### src/rtl/int2float_pkg.sv
// Mini-float format shared by the int2float encoder and the float2int decoder,
// plus the decoder FSM states and a reference decode function.
package int2float_pkg;

    localparam int INT_W   = 11;
    localparam int EXP_W   = 4;
    localparam int MAN_W   = 3;
    localparam int SAT_EXP = INT_W - MAN_W;

    // Exponent-width copy of SAT_EXP so compares stay width-matched.
    localparam logic [EXP_W-1:0] SAT_E = EXP_W'(SAT_EXP);

    typedef enum logic [1:0] {
        IDLE  = 2'd0,
        SHIFT = 2'd1,
        DONE  = 2'd2
    } f2i_state_t;

    function automatic logic [INT_W-1:0] f2i_ref(
        input logic [EXP_W-1:0] e,
        input logic [MAN_W-1:0] m
    );
        logic [INT_W-1:0] base;
        base = {{(INT_W-MAN_W-1){1'b0}}, 1'b1, m};
        if (e == '0)
            f2i_ref = INT_W'(m);
        else if (e > SAT_E)
            f2i_ref = '1;
        else
            f2i_ref = base << (e - 1'b1);
    endfunction

endpackage

### src/rtl/float2int_untilsat_shift_core.sv
// Significand/count registers for the one-bit-per-cycle decoder shifter.
module f2i_shift_core
    import int2float_pkg::*;
(
    input  logic             clk,
    input  logic             rst,
    input  logic             load,
    input  logic             shift_en,
    input  logic [EXP_W-1:0] exp_in,
    input  logic [MAN_W-1:0] man_in,
    output logic [INT_W-1:0] sig,
    output logic             load_zero,
    output logic             last_shift
);

    logic [INT_W-1:0] sig_q, sig_d;
    logic [EXP_W-1:0] cnt_q, cnt_d;

    // E<=1 needs no shifting at all; the top uses this to skip SHIFT.
    assign load_zero  = (exp_in <= EXP_W'(1));
    assign last_shift = shift_en && (cnt_q == EXP_W'(1));
    assign sig        = sig_q;

    always_comb begin
        sig_d = sig_q;
        cnt_d = cnt_q;
        if (load) begin
            sig_d = {{(INT_W-MAN_W-1){1'b0}}, (exp_in != '0), man_in};
            cnt_d = (exp_in == '0) ? '0 : exp_in - 1'b1;
        end else if (shift_en) begin
            sig_d = sig_q << 1;
            cnt_d = cnt_q - 1'b1;
        end
    end

    // Significand is pure data; only the counter is reset.
    always_ff @(posedge clk) begin
        sig_q <= sig_d;
        if (rst)
            cnt_q <= '0;
        else
            cnt_q <= cnt_d;
    end

    a_no_msb_loss: assert property (@(posedge clk) disable iff (rst)
        shift_en |-> !sig_q[INT_W-1]);

endmodule

### src/rtl/float2int_untilsat.sv
// Iterative mini-float to unsigned integer decoder with saturation and
// valid/ready handshakes on both sides.
module float2int_untilsat
    import int2float_pkg::*;
(
    input  logic             clk,
    input  logic             rst,
    input  logic             in_valid,
    output logic             in_ready,
    input  logic [EXP_W-1:0] in_exp,
    input  logic [MAN_W-1:0] in_man,
    output logic             out_valid,
    input  logic             out_ready,
    output logic [INT_W-1:0] out_int,
    output logic             out_sat
);

    f2i_state_t       state_q, state_d;
    logic             sat_q, sat_d;
    logic             accept;
    logic             shift_en;
    logic             load_zero;
    logic             last_shift;
    logic [INT_W-1:0] sig;

    assign accept   = in_valid && (state_q == IDLE);
    assign shift_en = (state_q == SHIFT);

    f2i_shift_core u_core (
        .clk        (clk),
        .rst        (rst),
        .load       (accept),
        .shift_en   (shift_en),
        .exp_in     (in_exp),
        .man_in     (in_man),
        .sig        (sig),
        .load_zero  (load_zero),
        .last_shift (last_shift)
    );

    always_comb begin
        state_d = state_q;
        sat_d   = sat_q;
        case (state_q)
            IDLE: begin
                if (in_valid) begin
                    sat_d   = (in_exp > SAT_E);
                    state_d = ((in_exp > SAT_E) || load_zero) ? DONE : SHIFT;
                end
            end
            SHIFT: begin
                if (last_shift)
                    state_d = DONE;
            end
            DONE: begin
                if (out_ready)
                    state_d = IDLE;
            end
            default: state_d = IDLE;
        endcase
    end

    always_ff @(posedge clk) begin
        if (rst) begin
            state_q <= IDLE;
            sat_q   <= 1'b0;
        end else begin
            state_q <= state_d;
            sat_q   <= sat_d;
        end
    end

    // Outputs are forced to zero outside DONE so stale data never leaks.
    assign in_ready  = (state_q == IDLE);
    assign out_valid = (state_q == DONE);
    assign out_sat   = (state_q == DONE) && sat_q;
    assign out_int   = (state_q != DONE) ? '0 : (sat_q ? '1 : sig);

endmodule

### config.mk
export PLATFORM = sky130hd
export DESIGN_NAME = float2int_untilsat
export DESIGN_NICKNAME = d
export VERILOG_FILES = /design/src/rtl/int2float_pkg.sv /design/src/rtl/float2int_untilsat_shift_core.sv /design/src/rtl/float2int_untilsat.sv
export SDC_FILE = /design/constraint.sdc
export NUM_CORES = 1
export LEC_CHECK = 0
export ABC_AREA = 0
export CAP_MARGIN = 25
export CORE_UTILIZATION = 35
export CTS_CLUSTER_DIAMETER = 80
export CTS_CLUSTER_SIZE = 24
export DETAILED_ROUTE_END_ITERATION = 10
export SLEW_MARGIN = 25
export SYNTH_ARGS = -nofsm -noshare
export SYNTH_HDL_FRONTEND = slang
export SYNTH_SLANG_ARGS = --single-unit
export TNS_END_PERCENT = 20
### constraint.sdc
create_clock -name clk -period 1.6 [get_ports clk]
set_input_delay 0.32 -clock clk [delete_from_list [all_inputs] [get_ports clk]]
set_output_delay 0.32 -clock clk [all_outputs]
set_load 0.05 [all_outputs]
### Yosys cells after proc, flatten, opt, wreduce, memory -nomap -nowiden

Cells that the tools add are included.

| operators by class | value |
|---|---|
| equal/unequal tests | 7 |
| magnitude comparators | 2 |
| div/mod/pow operators | 0 |
| reductions and logical operators | 10 |
| bitwise gates (word level) | 0 |
| shift operators | 0 |
| add/subtract/negate cells | 2 |
| mux-type cells | 12 |
| multiply operators | 0 |

Operators with widths:

| operator | number |
|---|---|
| $mux 11 | 2 |
| $mux 4 | 5 |
| $mux 2 | 4 |
| $sub 4x1->4 const B | 2 |
| $ne 2x2->1 const B | 3 |
| $pmux 2 s3 | 1 |
| $eq 4x1->1 const B | 1 |
| $gt 4x4->1 const B | 1 |
| $le 4x1->1 const B | 1 |
| $logic_not 4->1 | 1 |
| $reduce_bool 4->1 | 1 |
| $logic_and 1x1->1 | 3 |
| $reduce_and 3->1 | 1 |
| $eq 2x1->1 const B | 1 |
| $eq 2x2->1 const B | 1 |
| $logic_not 2->1 | 1 |
| $ne 2x1->1 const B | 1 |
| $reduce_and 2->1 | 1 |
| $reduce_bool 2->1 | 1 |
| $logic_or 1x1->1 | 1 |

| storage, ports and cells | value |
|---|---|
| output and inout bits | 14 |
| memories kept | 0 |
| memory bits (writable) | 0 |
| ROM bits | 0 |
| word-level logic and storage cells | 38 |
| bits of input ports | 11 |
| register bits after elaboration | 18 |
| latch bits | 0 |

### Depth between registers and ports, before layout

| depth | value |
|---|---|
| depth in word-level cells | 5 |
| depth in mapped cells | 5 |

### Modules after synthesis

A second synthesis with hierarchy kept.

| unflattened totals | value |
|---|---|
| cell total of the unflattened synthesis | 115 |
| area total of the unflattened synthesis | 979.7 sq um |

By module, submodules not included:

| module | seq. area each (sq um) | area each (sq um) | instances | cells an instance |
|---|---|---|---|---|
| f2i_shift_core | 340.3 | 695.7 | 1 | 70 |
| float2int_untilsat | 60.1 | 284.0 | 1 | 45 |

### Worst setup path after synthesis

OpenSTA, ideal clock, no wires.

| path | value |
|---|---|
| path type | reg2out |
| start | register state_q[0] |
| end | output out_int[0] |
| buffers on the path | 1 |
| arrival | 1.406 ns |
| stages on the path, launching flop included | 4 |
| path slack | -0.126 ns |
| data required time | 1.280 ns |
| cells stage by stage | dfxtp_1 nand2b_1 clkbuf_1 nor2_1 |

| between the ends | value |
|---|---|
| longest elaborated chain between the ends | 2 |

Ends and longest elaborated chain:

| what | RTL line | text |
|---|---|---|
| start, declared | float2int_untilsat.sv:18 | `f2i_state_t state_q, state_d;` |
| start signal, assigned | float2int_untilsat.sv:68 | `state_q <= state_d;` |
| $ne 2x2->1 | float2int_untilsat.sv:77 | `assign out_int = (state_q != DONE) ? '0 : (sat_q ? '1 : sig);` |
| $mux 11 | float2int_untilsat.sv:77 |  |
| end, declared | float2int_untilsat.sv:14 | `output logic [INT_W-1:0] out_int,` |

Every way passes these cells.

### Worst setup path after layout

| path | value |
|---|---|
| start | register state_q[0] |
| end | output out_int[8] |

The elaborated chain is that of the path after synthesis.

==> run metrics <==
syn_nets 135; core area 0.00252 mm2; CTS Buffer Depth 2; CP Data Required Time 1.28 ns; layout cells sized above 1 29.6%; Worst Hold Class flop to flop; Starting Density 37.4%; # rows 18; GRT Resource Usage Total 16.2%; Tightest Pin Transition 0.385 ns; Die Y 53.9 um; layout filler cell count 230; DP HPWL 1.54 mm; r2r setup slk 0.22 ns; Max Fclk 0.634 GHz; Clk pwr share 21.8%; CTS buffer count 3; Netlist Area Pre-Place 943 um2; CTS Hold Buffers Added 0; setup ws final 0.0226 ns; reg2reg start state_q[1]; CP Cell Sequence nand2b_4 > clkbuf_16 > nor2_4 > buf_12; DRT Pass-1 Iters 4; CP max stage delay 0.35 ns; port bufs 24; max cap viols 0; CTS tree done; Syn Area/Cell 7.73 um2; CTS root buf clkbuf_4; Slew Limit Fails 0; Max-slew headroom 74.3%; Crit Reg-Reg Endpoint u_core.sig[3]; CP startpoint kind flop; final core occ 61.0%; synth warn 0; area delta synth->final 63.0%; Final min period 1.58 ns; die extent in x 53.9 um; worst clock skew 0.000638 ns; CP Launch Point state_q[0]; drc violations 0; DR iter-0 viols 16; CP endpoint kind output pin; Final ANT Viol Nets 0; pre-CTS setup slack -0.185 ns; IO Pins 25; Logic pwr share 35.7%; Post-synth EDFFs 4; hold slack 0.470 ns; worst-path fanout max 5; Post-Synthesis Cells 122; Peak VDD IR 0.508 mV; dominant synthesized flop cell dfxtp_1; internal power 871 uW; CP max stage cell dfxtp_2; unrepaired setup endpoints after global routing yes; Seq/Total Area, Yosys 42.4%; global route overflow 0; # clock sinks 18; GP Congestion 0.742; Clock Latency Late Sink 0.30 ns; type of the worst setup path flop to output pin; antenna violations before repair 0; Leakage 0.587 nW; clk slew on worst S/H paths 0.10 ns; crit path to out_int[8]; vias in the first global route 745; final WL 2.06 mm; Yosys cell types 31; Sw Pwr 442 uW; Ant. Diodes 0; routed len/inst 11.3 um; status finished, final reports clean; Nets 166; largest net degree at the start of global routing 14; DIE AREA 0.00291 mm2; first-pass GRT wire length 3.28 mm; Sw Share 33.7%; vias post-DR 912; flops & latches, synth 18; PwrDens 854 mW/mm2; Fin. Hold Viols 0; vias per inst 5.01; setup violators final 0; fin crit share 98.6%; R2R cell count 4; Worst EP arrival 1.26 ns; Synth async-reset ratio 0%; Max H-tree Level 1; Seq pwr share 42.5%
-- per-stage QoR --
step / cell area, um2 / total power [mW] / setup TNS, ns / instances
floorplan: 943 / 0.796 / -1.33 / 122
global placement: 1370 / 0.969 / -0.994 / 177
detailed placement: 1370 / 0.975 / -1.26 / 177
CTS: 1450 / 1.28 / -0.0691 / 181
global route: 1540 / 1.39 / -0.207 / 182
finish: 1540 / 1.31 / 0 / 182
-- layout make-up --
class	instances	area, um2	share of cell area (%)
clock buffers	4	36.3	2.36
inverters	4	15.0	0.976
multi-input cells	94	583	37.9
flip-flops and latches	18	404	26.3
well taps	30	37.5	2.44
repair buffers	32	462	30.0
-- power by group through the flow --
stage	Combinational (mW)	Sequential, mW	Clock [mW]
3_3_place_gp	0.405	0.564	0
6_report	0.469	0.558	0.287
5_1_grt	0.506	0.565	0.319
2_1_floorplan	0.243	0.553	0
4_1_cts	0.429	0.558	0.297
3_5_place_dp	0.410	0.565	0
-- worst max-delay path, delay by kind of cell (launching register included) --
family	cells	cell delay [ns]
and+or+nand+nor	2	0.28
DFF	1	0.35
buffers and inverters	2	0.32
-- how the worst min path moves through the flow --
stage | startpoint | slack, ns | end | cells after the start
finish | u_core.sig[10] | 0.47 | u_core.sig[10] | 2
floorplan | rst | 0.39 | state_q[1] | 1
CTS | u_core.sig[10] | 0.47 | u_core.sig[10] | 2
detailed placement | u_core.sig[10] | 0.45 | u_core.sig[10] | 2
global placement | u_core.sig[10] | 0.44 | u_core.sig[10] | 2
global route | u_core.sig[4] | 0.50 | u_core.sig[5] | 2
-- Yosys cell counts, types with 4 or more instances --
cell	number	area, um2
nor2_1	27	101
nand2_1	25	93.8
edfxtp_1	4	120
buf_2	4	20.0
a21oi_1	9	45.0
dfxtp_1	14	280
a211oi_1	4	30.0
inv_1	4	15.0
-- cell usage in the layout (no fill, tap or decap), types with 4 or more instances in the layout --
master,instances
dfxtp_1,11
nor2_4,10
edfxtp_1,4
buf_4,6
a21oi_1,9
nor2_1,17
buf_12,14
a211oi_1,4
clkdlybuf4s50_1,10
nand2_1,25
-- state kept, by name, summed over array words and instances, names as in the netlist --
name	flops
u_core.sig	11
u_core.cnt_q	4
state_q	2
sat_q	1
-- cells by family (layout without fill, tap and decap cells) --
group / after synthesis / in the layout / synth area share, %
fa+ha+maj: 2 / 2 / 2.65
xor+xnor: 2 / 2 / 1.86
compound gates: 22 / 22 / 16.2
simple gates: 68 / 68 / 32.4
flops: 18 / 18 / 42.4
buf+inv: 10 / 40 / 4.51
-- metal layers --
layer	share of wire, %	vias to the layer above	track usage (%)
met5	0	-	0
met4	1.8	0	7.89
met3	3.9	4	3.39
met2	48	22	26.5
met1	46	412	19.9
li1	-	474	-
-- repair_timing --
| item | 4_1_cts | 5_1_grt |
|---|---|---|
| resized for setup | 15 | 14 |
| cloned | 0 | 1 |
| pin swaps | 0 | 10 |
| setup buffers | 0 | 0 |
| endpoints found under the setup margin | 12 | 11 |
Note: power is estimated with default switching activity, not from simulation.
